`src/rtl/key_evt_pkg.sv`:
```
// Shared types and helpers for the key event decoder: FSM state encoding,
// cycles-per-millisecond helper and the millisecond counter width.
package key_evt_pkg;

  localparam int MS_CNT_W = 16;

  typedef enum logic [2:0] {
    IDLE,
    PRESSED,
    LHELD,
    WAIT2,
    HOLD2
  } key_state_t;

  function automatic int ms_cycles(input int freq);
    return freq / 1000;
  endfunction

endpackage

```
`src/rtl/key_event_decoder_ms_tick_gen.sv`:
```
// Millisecond prescaler: tick is high during the terminal count cycle;
// clr restarts the count so timing is aligned to the moment of clearing.
module ms_tick_gen
  import key_evt_pkg::*;
#(
  parameter int CLK_FREQ = 50_000_000
) (
  input  logic sys_clk,
  input  logic sys_rst_n,
  input  logic clr,
  output logic tick
);

  localparam int CYC = ms_cycles(CLK_FREQ);
  localparam int W   = $clog2(CYC);

  logic [W-1:0] presc;

  assign tick = (presc == W'(CYC - 1));

  always_ff @(posedge sys_clk or negedge sys_rst_n) begin
    if (!sys_rst_n) begin
      presc <= '0;
    end else if (clr || tick) begin
      presc <= '0;
    end else begin
      presc <= presc + 1'b1;
    end
  end

endmodule

```
`src/rtl/key_event_decoder.sv`:
```
// Classifies one debounced active-low key into short/long/repeat pulses and a
// held level. Define KEY_EVT_DCLICK_EN to add double-click recognition.
module key_event_decoder
  import key_evt_pkg::*;
#(
  parameter int CLK_FREQ  = 50_000_000,
  parameter int LONG_MS   = 1000,
  parameter int REPEAT_MS = 200,
  parameter int DCLICK_MS = 300
) (
  input  logic sys_clk,
  input  logic sys_rst_n,
  input  logic key_value,
  input  logic key_flag,
  output logic short_press,
  output logic long_press,
  output logic repeat_press,
  output logic dclick_press,
  output logic key_held
);

  localparam logic [MS_CNT_W-1:0] LONG_LAST = MS_CNT_W'(LONG_MS - 1);
  localparam logic [MS_CNT_W-1:0] REP_LAST  = MS_CNT_W'(REPEAT_MS - 1);

  key_state_t          state;
  logic                lvl;
  logic [MS_CNT_W-1:0] ms_cnt;
  logic                tick;
  logic                restart;
  logic                press_ev;
  logic                rel_ev;
  logic                long_hit;
  logic                rep_hit;

  // Strobes that merely repeat the latched level carry no new information.
  assign press_ev = key_flag & ~key_value & lvl;
  assign rel_ev   = key_flag & key_value & ~lvl;
  assign long_hit = tick && (ms_cnt == LONG_LAST);
  assign rep_hit  = tick && (ms_cnt == REP_LAST);

`ifdef KEY_EVT_DCLICK_EN
  localparam logic [MS_CNT_W-1:0] DCLK_LAST = MS_CNT_W'(DCLICK_MS - 1);
  logic dc_hit;
  assign dc_hit = tick && (ms_cnt == DCLK_LAST);
`endif

  ms_tick_gen #(
    .CLK_FREQ(CLK_FREQ)
  ) u_ms_tick_gen (
    .sys_clk  (sys_clk),
    .sys_rst_n(sys_rst_n),
    .clr      (restart),
    .tick     (tick)
  );

  // Every state change restarts both the prescaler and the ms counter.
  always_comb begin
    restart = 1'b0;
    case (state)
      IDLE:    restart = press_ev;
      PRESSED: restart = rel_ev | long_hit;
      LHELD:   restart = rel_ev;
`ifdef KEY_EVT_DCLICK_EN
      WAIT2:   restart = press_ev | dc_hit;
      HOLD2:   restart = rel_ev;
`endif
      default: restart = 1'b1;
    endcase
  end

  always_ff @(posedge sys_clk or negedge sys_rst_n) begin
    if (!sys_rst_n) begin
      state        <= IDLE;
      lvl          <= 1'b1;
      ms_cnt       <= '0;
      short_press  <= 1'b0;
      long_press   <= 1'b0;
      repeat_press <= 1'b0;
      key_held     <= 1'b0;
`ifdef KEY_EVT_DCLICK_EN
      dclick_press <= 1'b0;
`endif
    end else begin
      short_press  <= 1'b0;
      long_press   <= 1'b0;
      repeat_press <= 1'b0;
`ifdef KEY_EVT_DCLICK_EN
      dclick_press <= 1'b0;
`endif

      if (press_ev) begin
        lvl      <= 1'b0;
        key_held <= 1'b1;
      end else if (rel_ev) begin
        lvl      <= 1'b1;
        key_held <= 1'b0;
      end

      if (restart || (state == LHELD && rep_hit)) begin
        ms_cnt <= '0;
      end else if (tick) begin
        ms_cnt <= ms_cnt + 1'b1;
      end

      // Release is tested before any timer hit, so a coincident release wins.
      case (state)
        IDLE: begin
          if (press_ev) state <= PRESSED;
        end
        PRESSED: begin
          if (rel_ev) begin
`ifdef KEY_EVT_DCLICK_EN
            state <= WAIT2;
`else
            state       <= IDLE;
            short_press <= 1'b1;
`endif
          end else if (long_hit) begin
            long_press <= 1'b1;
            state      <= LHELD;
          end
        end
        LHELD: begin
          if (rel_ev) begin
            state <= IDLE;
          end else if (rep_hit) begin
            repeat_press <= 1'b1;
          end
        end
`ifdef KEY_EVT_DCLICK_EN
        WAIT2: begin
          if (press_ev) begin
            dclick_press <= 1'b1;
            state        <= HOLD2;
          end else if (dc_hit) begin
            short_press <= 1'b1;
            state       <= IDLE;
          end
        end
        HOLD2: begin
          if (rel_ev) state <= IDLE;
        end
`endif
        default: state <= IDLE;
      endcase
    end
  end

`ifndef KEY_EVT_DCLICK_EN
  assign dclick_press = 1'b0;
`endif

endmodule

```
`config.mk`:
```
export PLATFORM = sky130hd
export DESIGN_NAME = key_event_decoder
export DESIGN_NICKNAME = d
export VERILOG_FILES = /design/src/rtl/key_evt_pkg.sv /design/src/rtl/key_event_decoder_ms_tick_gen.sv /design/src/rtl/key_event_decoder.sv
export SDC_FILE = /design/constraint.sdc
export NUM_CORES = 1
export LEC_CHECK = 0
export BUFFER_PORTS_ARGS = -buffer_cell sky130_fd_sc_hd__buf_4
export CORE_MARGIN = 10
export CORE_UTILIZATION = 47
export DETAILED_ROUTE_END_ITERATION = 8
export HOLD_SLACK_MARGIN = 0.1
export SYNTH_ARGS = -nofsm -noshare
export SYNTH_HDL_FRONTEND = slang
export SYNTH_HIERARCHICAL = 1
export SYNTH_SLANG_ARGS = --single-unit
```
`constraint.sdc`:
```
create_clock -name sys_clk -period 4.2 [get_ports sys_clk]
set_input_delay 0.84 -clock sys_clk [delete_from_list [all_inputs] [get_ports sys_clk]]
set_output_delay 0.84 -clock sys_clk [all_outputs]
set_load 0.02 [all_outputs]
```
==> key figures <==
Power
  • Power Density: about 370 nW/um^2
  • Leakage power: slightly below 0.9 nW
  • Worst VDD drop: roughly 0.2 mV

Critical path
  • CP cell instances: or4b_1 -> nor4_2 -> buf_4 -> nand4_1 -> or4_4 -> o221ai_4 -> or2_1 -> nor2_1
  • Crit path capture type: flip-flop
  • WP data required: 4.35 ns
  • Worst Path Class, Setup: reg2reg
  • Setup slack, reg-to-reg: between 1 and 1.5 ns
  • CP max stage cell: or4b_1
  • Startpoint Class: flip-flop
  • Crit path arrival time: around 3.2 ns
  • Max incr delay on CP: 0.56 ns
  • CP Max Fanout: 15

Routing
  • Iteration-0 DRC Markers: roughly 110
  • TritonRoute pass-1 iters: 4
  • Vias: between 1000 and 1500
  • Overall routed net length: ~3.7 mm
  • Vias per cell: roughly 5.6
  • Drt wl/cell: 14.3 um
  • Post-route DRC: 0
  • Post-route ant nets: 0

Global route
  • Number of global-route vias before repair: 1437
  • Gr usage total: a little over a tenth
  • Global-route wire length before repair: 6.65 mm
  • Pin count of the biggest net entering global routing: 40
  • Initial antenna violation count: 0
  • Global route total overflow: 0

Timing
  • RSZ-0062 raised after global routing: no
  • Hold Fails Final Rpt: 0
  • Max Slew Vio Count: 0
  • Minimum clock period: 3.02 ns
  • Worst Setup Slack, final: between 1 and 1.5 ns
  • Clock Skews: a little over 0.006 ns
  • Final period util: between 70% and 80%
  • Setup TNS: 0 ns
  • Maximum clock frequency: ~0.33 GHz
  • Final setup violation count: 0

CTS
  • Worst-Skew Late Latency: ~0.28 ns
  • Num Clock Sinks: 39
  • Setup Buffers After CTS: 0
  • CTS buffer count: 5
  • CTS Buffer Depth: 2
  • Clock-pin slew on the worst setup and hold paths: 0.07 ns
  • H-tree Lvls: 2
  • CTS root buf: clkbuf_8
  • CTS tree: done
  • Hold Buf Count CTS: 0
  • Resize count post-CTS: 0

Layout
  • Share of layout cells above drive strength 1: a little over an eighth
  • Fin nets: between 200 and 250
  • Final non-filler cell area: ~2100 um^2
  • Antenna diodes: 0
  • Layout area overhead: 8.36%

Logic synthesis
  • Post-synth top area share: approximately 48%
  • Sequential share of the synthesized area: between 40% and 50%
  • Ys async rst share: 100%
  • Yosys warns: 6
  • Cells after synthesis: slightly below 200
  • Synth Flop Type: dfrtp_1
  • Top post-synthesis cells by area: dfrtp_1 (48%), xnor2_1 (11%), nor2_1 (4.8%)
  • Post-synth EDFFs: 0
  • Synth Cell Area: 1970 um^2
  • Post-Syn Nets: a little over 200
  • Yosys top cell by area: dfrtp_1
  • Syn avg cell area: between 10 and 15 um^2
  • Yosys cell types: 35
  • Synth cell count leaders: dfrtp_1 (38), nor2_1 (25), xnor2_1 (25), nor3_1 (16)
  • Yosys reg bits: 39
  • Count leader, synth: dfrtp_1

Run status
  • Status: finished clean

Die
  • Die H: 84.8 um
  • Ports: 9
  • Initial core utilization: between 40% and 50%
  • Die area: about 7200 um^2
  • Die width: between 80 and 90 um
  • # rows: 23
  • Core area: between 4000 and 5000 um^2

Place
  • Routability cong.: just over 0.8
  • HPWL after DPL: 2.52 mm
  • Port Buffer Count: 7
  • Placement Setup Slack: 1.17 ns
  • Area post-placement: roughly 2100 um^2

Hold path
  • Min-delay worst type: reg2reg

Job
  • Maxcap violations: 0
cells by family after synthesis:
group                    after synthesis  share of synthesized area (%)
flip-flops                            39                           49.5
AND/OR/NAND/NOR                      102                           28.3
buffers and inverters                 13                           3.80
adder cells (fa/ha/maj)                2                           1.27
AO/OA/AOI/OAI                          9                           3.55
XOR/XNOR                              29                           12.9
other                                  1                          0.190
multiplexers                           1                          0.507
cells in the final DEF (no fill, tap or decap), types with 8 or more instances in the layout:
cell type  count
nand3_1        9
nor4_1         9
buf_4          9
nand4_1        9
nor2_1        25
nand2_1        9
xnor2_1       25
dfrtp_1       38
inv_1          8
nor2_2         9
nor3_1        16
where the power goes:
part | internal [mW] | switching, mW | total, mW
Combinational | 0.0442 | 0.0640 | 0.108
Sequential | 0.408 | 0.0348 | 0.443
Clock | 0.118 | 0.120 | 0.238
per-layer routing:
layer	vias to the layer above	track usage, %	part of all wire, %
met3	6	3.73	5.1
met5	-	0	0
li1	696	-	-
met1	701	14.5	49
met2	33	16.5	44
met4	0	3.14	1.4
flip-flops by register name, indices dropped and copies added, names as in the netlist:
signal,flops
ms_cnt,16
u_ms_tick_gen/presc,16
long_press,1
lvl,1
repeat_press,1
short_press,1
state,2
key_held,1
metrics by stage:
stage | hold WS (ns) | total power, mW | utilization, % | std cells
6_report | 0.493 | 0.789 | 53.1 | 258
5_1_grt | 0.525 | 0.840 | 53.1 | 258
4_1_cts | 0.488 | 0.795 | 53.1 | 258
3_5_place_dp | 0.479 | 0.558 | 51.1 | 250
3_3_place_gp | 0.465 | 0.552 | 51.1 | 250
2_1_floorplan | 0.450 | 0.528 | - | 196
cell type report:
class | instances | area, um^2
fill | 349 | 1890
timing repair buffer | 9 | 67.6
tap | 50 | 62.6
multi-input combinational | 144 | 922
inverter | 8 | 30.0
sequential | 39 | 977
clock buffer | 8 | 80.1
path summary, 6_finish.rpt:
check | from | endpoint | cells past startpoint
worst max register to register | u_ms_tick_gen/presc[13] | u_ms_tick_gen/presc[3] | 8
max in group asynchronous | sys_rst_n | lvl | 1
worst min register to register | u_ms_tick_gen/presc[0] | u_ms_tick_gen/presc[0] | 1
worst min-delay path | u_ms_tick_gen/presc[0] | u_ms_tick_gen/presc[0] | 1
min in group asynchronous | sys_rst_n | short_press | 1
worst max-delay path | u_ms_tick_gen/presc[13] | u_ms_tick_gen/presc[3] | 8
worst max-delay path, delay by kind of cell (launching register included):
kind,cells,cell delay (ns)
AO/OA/AOI/OAI,1,0.18
buffers and inverters,1,0.19
flip-flops,1,0.42
AND/OR/NAND/NOR,6,2.08
No activity file was read; power rests on OpenSTA's default activity.
